$ cat src/rtl/gen_datapath.sv
// gen_datapath: single-bus accumulator datapath with PC, MAR/MDR, RAM, GPR file and ALU.
// Define FLAG_REG_EN to hold zero/carry in registers updated by load_flags.
module gen_datapath #(
    parameter int DATA_W  = 8,
    parameter int ADDR_W  = 8,
    parameter int NUM_GPR = 4
) (
    input  logic                       clk,
    input  logic                       clear_n,
    input  logic [2:0]                 bus_src,
    input  logic [$clog2(NUM_GPR)-1:0] gpr_sel,
    input  logic                       load_accum,
    input  logic                       load_temp,
    input  logic                       load_mar,
    input  logic                       load_mdr,
    input  logic                       load_ir,
    input  logic                       load_gpr,
    input  logic                       load_out,
    input  logic                       load_pc,
    input  logic                       count_pc,
    input  logic                       ram_we,
    input  logic                       load_flags,
    input  logic                       mdr_from_bus,
    input  logic [1:0]                 alu_op,
    input  logic [DATA_W-1:0]          data_in,
    output logic [DATA_W-1:0]          bus,
    output logic [DATA_W-1:0]          data_out,
    output logic [DATA_W-1:0]          ir_out,
    output logic                       zero_flag,
    output logic                       carry_flag
);

    localparam int GW    = $clog2(NUM_GPR);
    localparam int DEPTH = 1 << ADDR_W;
    localparam logic [GW-1:0]     GPR_LAST = GW'(NUM_GPR - 1);
    localparam logic [DATA_W:0]   SUB_ONE  = 1;
    localparam logic [ADDR_W-1:0] PC_ONE   = 1;

    logic [DATA_W-1:0] mem [DEPTH];

    logic [ADDR_W-1:0] pc_q, pc_d, mar_q, mar_d;
    logic [DATA_W-1:0] mdr_q, mdr_d, accum_q, accum_d, temp_q, temp_d;
    logic [DATA_W-1:0] ir_q, ir_d, out_q, out_d;
    logic [DATA_W-1:0] gpr_q [NUM_GPR];
    logic [DATA_W-1:0] gpr_d [NUM_GPR];

    logic [DATA_W:0]   sum;
    logic [DATA_W-1:0] alu_res;
    logic              raw_zero, raw_carry, gpr_ok;

    always_comb begin
        unique case (alu_op)
            2'b00:   sum = {1'b0, accum_q} + {1'b0, temp_q};
            2'b01:   sum = {1'b0, accum_q} + {1'b0, ~temp_q} + SUB_ONE;
            2'b10:   sum = {1'b0, accum_q & temp_q};
            default: sum = {1'b0, accum_q ^ temp_q};
        endcase
    end

    assign alu_res   = sum[DATA_W-1:0];
    assign raw_carry = sum[DATA_W];
    assign raw_zero  = (alu_res == '0);
    // Non-power-of-two GPR counts leave unused gpr_sel codes; treat them as absent.
    assign gpr_ok    = (gpr_sel <= GPR_LAST);

    always_comb begin
        unique case (bus_src)
            3'd0:    bus = '0;
            3'd1:    bus = data_in;
            3'd2:    bus = accum_q;
            3'd3:    bus = alu_res;
            3'd4:    bus = DATA_W'(pc_q);
            3'd5:    bus = mdr_q;
            3'd6:    bus = gpr_ok ? gpr_q[gpr_sel] : '0;
            default: bus = ir_q;
        endcase
    end

    always_comb begin
        accum_d = load_accum ? bus : accum_q;
        temp_d  = load_temp  ? bus : temp_q;
        ir_d    = load_ir    ? bus : ir_q;
        out_d   = load_out   ? bus : out_q;
        mar_d   = load_mar   ? ADDR_W'(bus) : mar_q;
        mdr_d   = mdr_q;
        if (load_mdr) mdr_d = mdr_from_bus ? bus : mem[mar_q];
        pc_d = pc_q;
        if (load_pc)       pc_d = ADDR_W'(bus);
        else if (count_pc) pc_d = pc_q + PC_ONE;
        for (int i = 0; i < NUM_GPR; i++) gpr_d[i] = gpr_q[i];
        if (load_gpr && gpr_ok) gpr_d[gpr_sel] = bus;
    end

    always_ff @(posedge clk) begin
        if (!clear_n) begin
            pc_q    <= '0;
            mar_q   <= '0;
            mdr_q   <= '0;
            accum_q <= '0;
            temp_q  <= '0;
            ir_q    <= '0;
            out_q   <= '0;
            for (int i = 0; i < NUM_GPR; i++) gpr_q[i] <= '0;
        end else begin
            pc_q    <= pc_d;
            mar_q   <= mar_d;
            mdr_q   <= mdr_d;
            accum_q <= accum_d;
            temp_q  <= temp_d;
            ir_q    <= ir_d;
            out_q   <= out_d;
            for (int i = 0; i < NUM_GPR; i++) gpr_q[i] <= gpr_d[i];
        end
    end

    // RAM keeps its contents through reset.
    always_ff @(posedge clk) begin
        if (clear_n && ram_we) mem[mar_q] <= mdr_q;
    end

    assign data_out = out_q;
    assign ir_out   = ir_q;

`ifdef FLAG_REG_EN
    logic zf_q, zf_d, cf_q, cf_d;

    always_comb begin
        zf_d = zf_q;
        cf_d = cf_q;
        if (load_flags) begin
            zf_d = raw_zero;
            cf_d = raw_carry;
        end
    end

    always_ff @(posedge clk) begin
        if (!clear_n) begin
            zf_q <= 1'b0;
            cf_q <= 1'b0;
        end else begin
            zf_q <= zf_d;
            cf_q <= cf_d;
        end
    end

    assign zero_flag  = zf_q;
    assign carry_flag = cf_q;
`else
    logic unused_load_flags;
    assign unused_load_flags = load_flags;
    assign zero_flag  = raw_zero;
    assign carry_flag = raw_carry;
`endif

endmodule
$ cat config.mk
export PLATFORM = sky130hd
export DESIGN_NAME = gen_datapath
export DESIGN_NICKNAME = d
export VERILOG_FILES = /design/src/rtl/gen_datapath.sv
export SDC_FILE = /design/constraint.sdc
export NUM_CORES = 2
export LEC_CHECK = 0
export BUFFER_PORTS_ARGS = -buffer_cell sky130_fd_sc_hd__buf_2
export CORE_ASPECT_RATIO = 0.5
export CORE_MARGIN = 2
export CORE_UTILIZATION = 45
export CTS_CLUSTER_DIAMETER = 200
export DETAILED_ROUTE_END_ITERATION = 10
export SLEW_MARGIN = 20
export SYNTH_ARGS = -nofsm -noshare
export SYNTH_HDL_FRONTEND = slang
export SYNTH_SLANG_ARGS = --single-unit
export TNS_END_PERCENT = 30
$ cat constraint.sdc
create_clock -name clk -period 11.9 [get_ports clk]
set_input_delay 2.975 -clock clk [delete_from_list [all_inputs] [get_ports clk]]
set_output_delay 2.975 -clock clk [all_outputs]
set_load 0.03 [all_outputs]
==> summary by stage <==
Clock network
Once the clock tree was built, the setup fixing pass inserted 0 buffers. The CTS tree is built. The H-tree was split into 4 levels. The clock network latency to the later pin of the worst-skew pair is 840 ps. After clock tree synthesis, the clock-pin slew on the worst setup and hold paths is 60 ps.

The count of cells resized by post-cts repair is 0. CTS placed an instance of sky130_fd_sc_hd__clkbuf_16 at the clock tree root. The number of buffers inserted during clock tree synthesis is 189. The clock passes through at most 3 buffers. The number of hold buffers added after CTS was 0. CTS saw 2144 sinks.

Finish
In the final layout, the registers with the most flip-flops are mem (2048), gpr_q (32). For this run, the post-layout net count is 4415. Leaving out fill and tap cells, the most frequent cell in the layout is sky130_fd_sc_hd__edfxtp_1. The share of cells above drive strength 1 is 21.5%. Counting flops per register, the top entry is mem. The area of all placed cells without fillers is 93600 sq um.

The register with the most flip-flops in the layout has 2048 of them. The synthesis-to-layout area growth is 10.3%. In the layout the commonest cells are sky130_fd_sc_hd__edfxtp_1 (2048), sky130_fd_sc_hd__mux4_2 (521), sky130_fd_sc_hd__nor2_1 (398).

Timing
The final period utilization is 74.0%. The final hold violation count is 0. The largest clock skew in the final design is 32.1 ps.

The highest attainable clock frequency is 114 MHz. Setup repair after global routing left no endpoint under its margin. The slew of the pin with the lowest slew margin is 1280 ps. After routing, the total negative slack on setup checks comes to 0 ps. Counting I/O delays and the setup requirement, the final critical path takes 8810 ps.

The max-slew violation count is 0. The final count of negative-setup-slack endpoints is 0. The worst slew margin relative to its limit is 14.7%. Across all hold checks on the routed design, the worst slack comes to 460 ps.

Global route
The fraction of met2 tracks used by global routing is 35.3%. The first global-routing pass estimated 328000 microns of wire. The number of global-route vias before repair came to 43371.

Global routing consumed, on the met1 layer, 35.7% of the routing resources. The routing usage on met3 is 6.16%. The overall fraction of global-route tracks in use is 24.0%. The layer flagged by global routing as most heavily used is met1. The number of antenna violations at the first check in global routing came to 7.

The pin count of the biggest net entering global routing is 202. The leftover overflow at the end of global routing is 0.

Yosys
Synthesis handed over a netlist of 4303 instances. Yosys printed 0 warnings. The dominant synthesized flop cell is sky130_fd_sc_hd__edfxtp_1. The synthesized design contains 2048 enable-type register cells. Averaged over all synthesized cells, the footprint is 19.7 sq um. After synthesis, the netlist uses 70 different library cells. Sequential cells were found to cover 74.7% of the synthesized design area. The number of nets handed over by synthesis was 4352. The synthesized netlist occupies a cell area of 84800 sq um.

The register bit count reported by yosys is 2144. Counting flops with an async set or reset pin after synthesis yields a share of 0%.

Critical path
The endpoint type of the worst setup path is an output port. The highest fanout seen on the critical path is 17. The data required time of the worst path is 8930 ps. The critical path in this run is classified as in -> out. Data arrives at the worst endpoint at 5830 ps.

The type of element launching the critical path is an input pin. The critical path starts at alu_op[1].

Detailed routing
The first detailed-routing pass ran for 5 iterations. The routed via count divided by cell count is 6.25. The wire length per cell is 32.9 microns. After detailed routing, the total wire length is 232000 microns. The residual antenna-violating net count after detailed routing is 0. The number of design rule violations left after detail routing is 0. Across all layers, the routed design uses 43979 vias. The iteration-0 DRC count of the detailed router is 5619.

Power and ir drop
The static leakage is 28.7 nW. The maximum resistive drop on vdd is 152 uV. Summing internal, switching and leakage power gives 15.8 mW.

The total power divided by cell area is 169 nW/um^2.

Die
The effective utilization at floorplan is 45.4%. The die is 311 microns tall. The number of top-level pins is 55. The initialized floorplan defines 112 standard-cell rows. In this run the horizontal extent of the chip is 618 microns. The total die area is 192000 sq um. The core region is 187000 sq um.

Placed design
The cell area after placement is 87600 sq um. Port buffering added 53 buffers. The detailed-placement wirelength estimate is 142000 microns. The placer's final routability congestion estimate is 0.856.

Min path
The startpoint identified for the worst hold timing path is gpr_q[3][3]. In this run the worst hold path is classified as reg -> reg.

Run
Across the run, the number of max-cap violations was 0.

Outcome
The run finished with clean final reports.
-- critical path, cell delays in order --
cell and delay (ps):
sky130_fd_sc_hd__buf_2 300, sky130_fd_sc_hd__inv_1 220, sky130_fd_sc_hd__o2111ai_1 120, sky130_fd_sc_hd__o41ai_1 110, sky130_fd_sc_hd__o41ai_1 680, sky130_fd_sc_hd__a41oi_1 240
sky130_fd_sc_hd__o22ai_1 160, sky130_fd_sc_hd__o21a_1 710, sky130_fd_sc_hd__inv_1 100, sky130_fd_sc_hd__buf_2 210
-- synth_stat cells (8+ instances only) --
cell type | count | area, sq um
sky130_fd_sc_hd__buf_4 | 25 | 188
sky130_fd_sc_hd__and2_1 | 10 | 62.6
sky130_fd_sc_hd__o41ai_1 | 8 | 70.1
sky130_fd_sc_hd__a211oi_1 | 58 | 435
sky130_fd_sc_hd__nor2b_1 | 52 | 325
sky130_fd_sc_hd__o221ai_1 | 9 | 78.8
sky130_fd_sc_hd__a21oi_1 | 83 | 415
sky130_fd_sc_hd__nor4_1 | 12 | 75.1
sky130_fd_sc_hd__nor2_1 | 403 | 1510
sky130_fd_sc_hd__buf_2 | 61 | 305
sky130_fd_sc_hd__inv_1 | 30 | 113
sky130_fd_sc_hd__mux2_2 | 11 | 124
sky130_fd_sc_hd__o211ai_1 | 18 | 135
sky130_fd_sc_hd__edfxtp_1 | 2048 | 61500
sky130_fd_sc_hd__o21ai_0 | 35 | 175
sky130_fd_sc_hd__nand3_1 | 57 | 285
sky130_fd_sc_hd__a31oi_1 | 13 | 81.3
sky130_fd_sc_hd__a22o_1 | 17 | 149
sky130_fd_sc_hd__mux2i_1 | 142 | 1420
sky130_fd_sc_hd__nor3_1 | 33 | 165
sky130_fd_sc_hd__buf_6 | 38 | 428
sky130_fd_sc_hd__nand4_1 | 17 | 106
sky130_fd_sc_hd__a22oi_1 | 51 | 383
sky130_fd_sc_hd__dfxtp_1 | 96 | 1920
sky130_fd_sc_hd__mux4_2 | 521 | 11700
sky130_fd_sc_hd__nand2b_1 | 17 | 106
sky130_fd_sc_hd__clkbuf_1 | 119 | 447
sky130_fd_sc_hd__o22ai_1 | 48 | 300
sky130_fd_sc_hd__nand2_1 | 113 | 424
sky130_fd_sc_hd__ha_1 | 18 | 225
sky130_fd_sc_hd__a221oi_1 | 21 | 184
sky130_fd_sc_hd__buf_1 | 17 | 63.8
-- power by group --
part / switching [mW] / total [mW] / internal (mW)
logic: 0.841 / 1.25 / 0.405
clock network: 2.74 / 6.02 / 3.27
registers: 0.0995 / 8.52 / 8.42
-- path summary, 6_finish.rpt --
check / end / slack, ps / depth (start not counted)
max: bus[6] / 3090 / 10
min: gpr_q[3][3] / 460 / 2
max reg2reg: mdr_q[3] / 6670 / 11
min reg2reg: gpr_q[3][3] / 460 / 2
-- stage by stage --
stage                     setup slack [ps]  instances  utilization [%]
final                                 3090       7035             50.1
after CTS                             3160       7028             50.0
after global placement                3180       6681             46.9
after floorplan                       3990       4303                -
after detailed placement              3190       6681             46.9
after global routing                  2950       7030             50.0
-- per-layer routing --
metal	routed length [microns]	up-vias
met5	25	-
met2	104000	2232
met1	97800	23581
met4	6240	4
met3	23900	364
li1	-	17798
-- area by class of cell --
cell class	count	area (sq um)
fill	14963	93400
sequential	2144	63500
multi-input combinational	1863	19900
clock buffer	242	5080
tap	2508	3140
timing repair buffer	137	1060
clock inverter	105	827
inverter	31	118
antenna	5	12.5
-- cell families after synthesis --
| group | after synthesis | share of synthesized area, % |
|---|---|---|
| muxes | 674 | 15.7 |
| xor gates and xnor gates | 9 | 0.0929 |
| and+or+nand+nor | 738 | 3.81 |
| adders and majority gates | 20 | 0.313 |
| buffers and inverters | 296 | 1.94 |
| AOI/OAI and AO/OA | 422 | 3.45 |
| DFF | 2144 | 74.7 |
No activity file was read; power rests on OpenSTA's default activity.
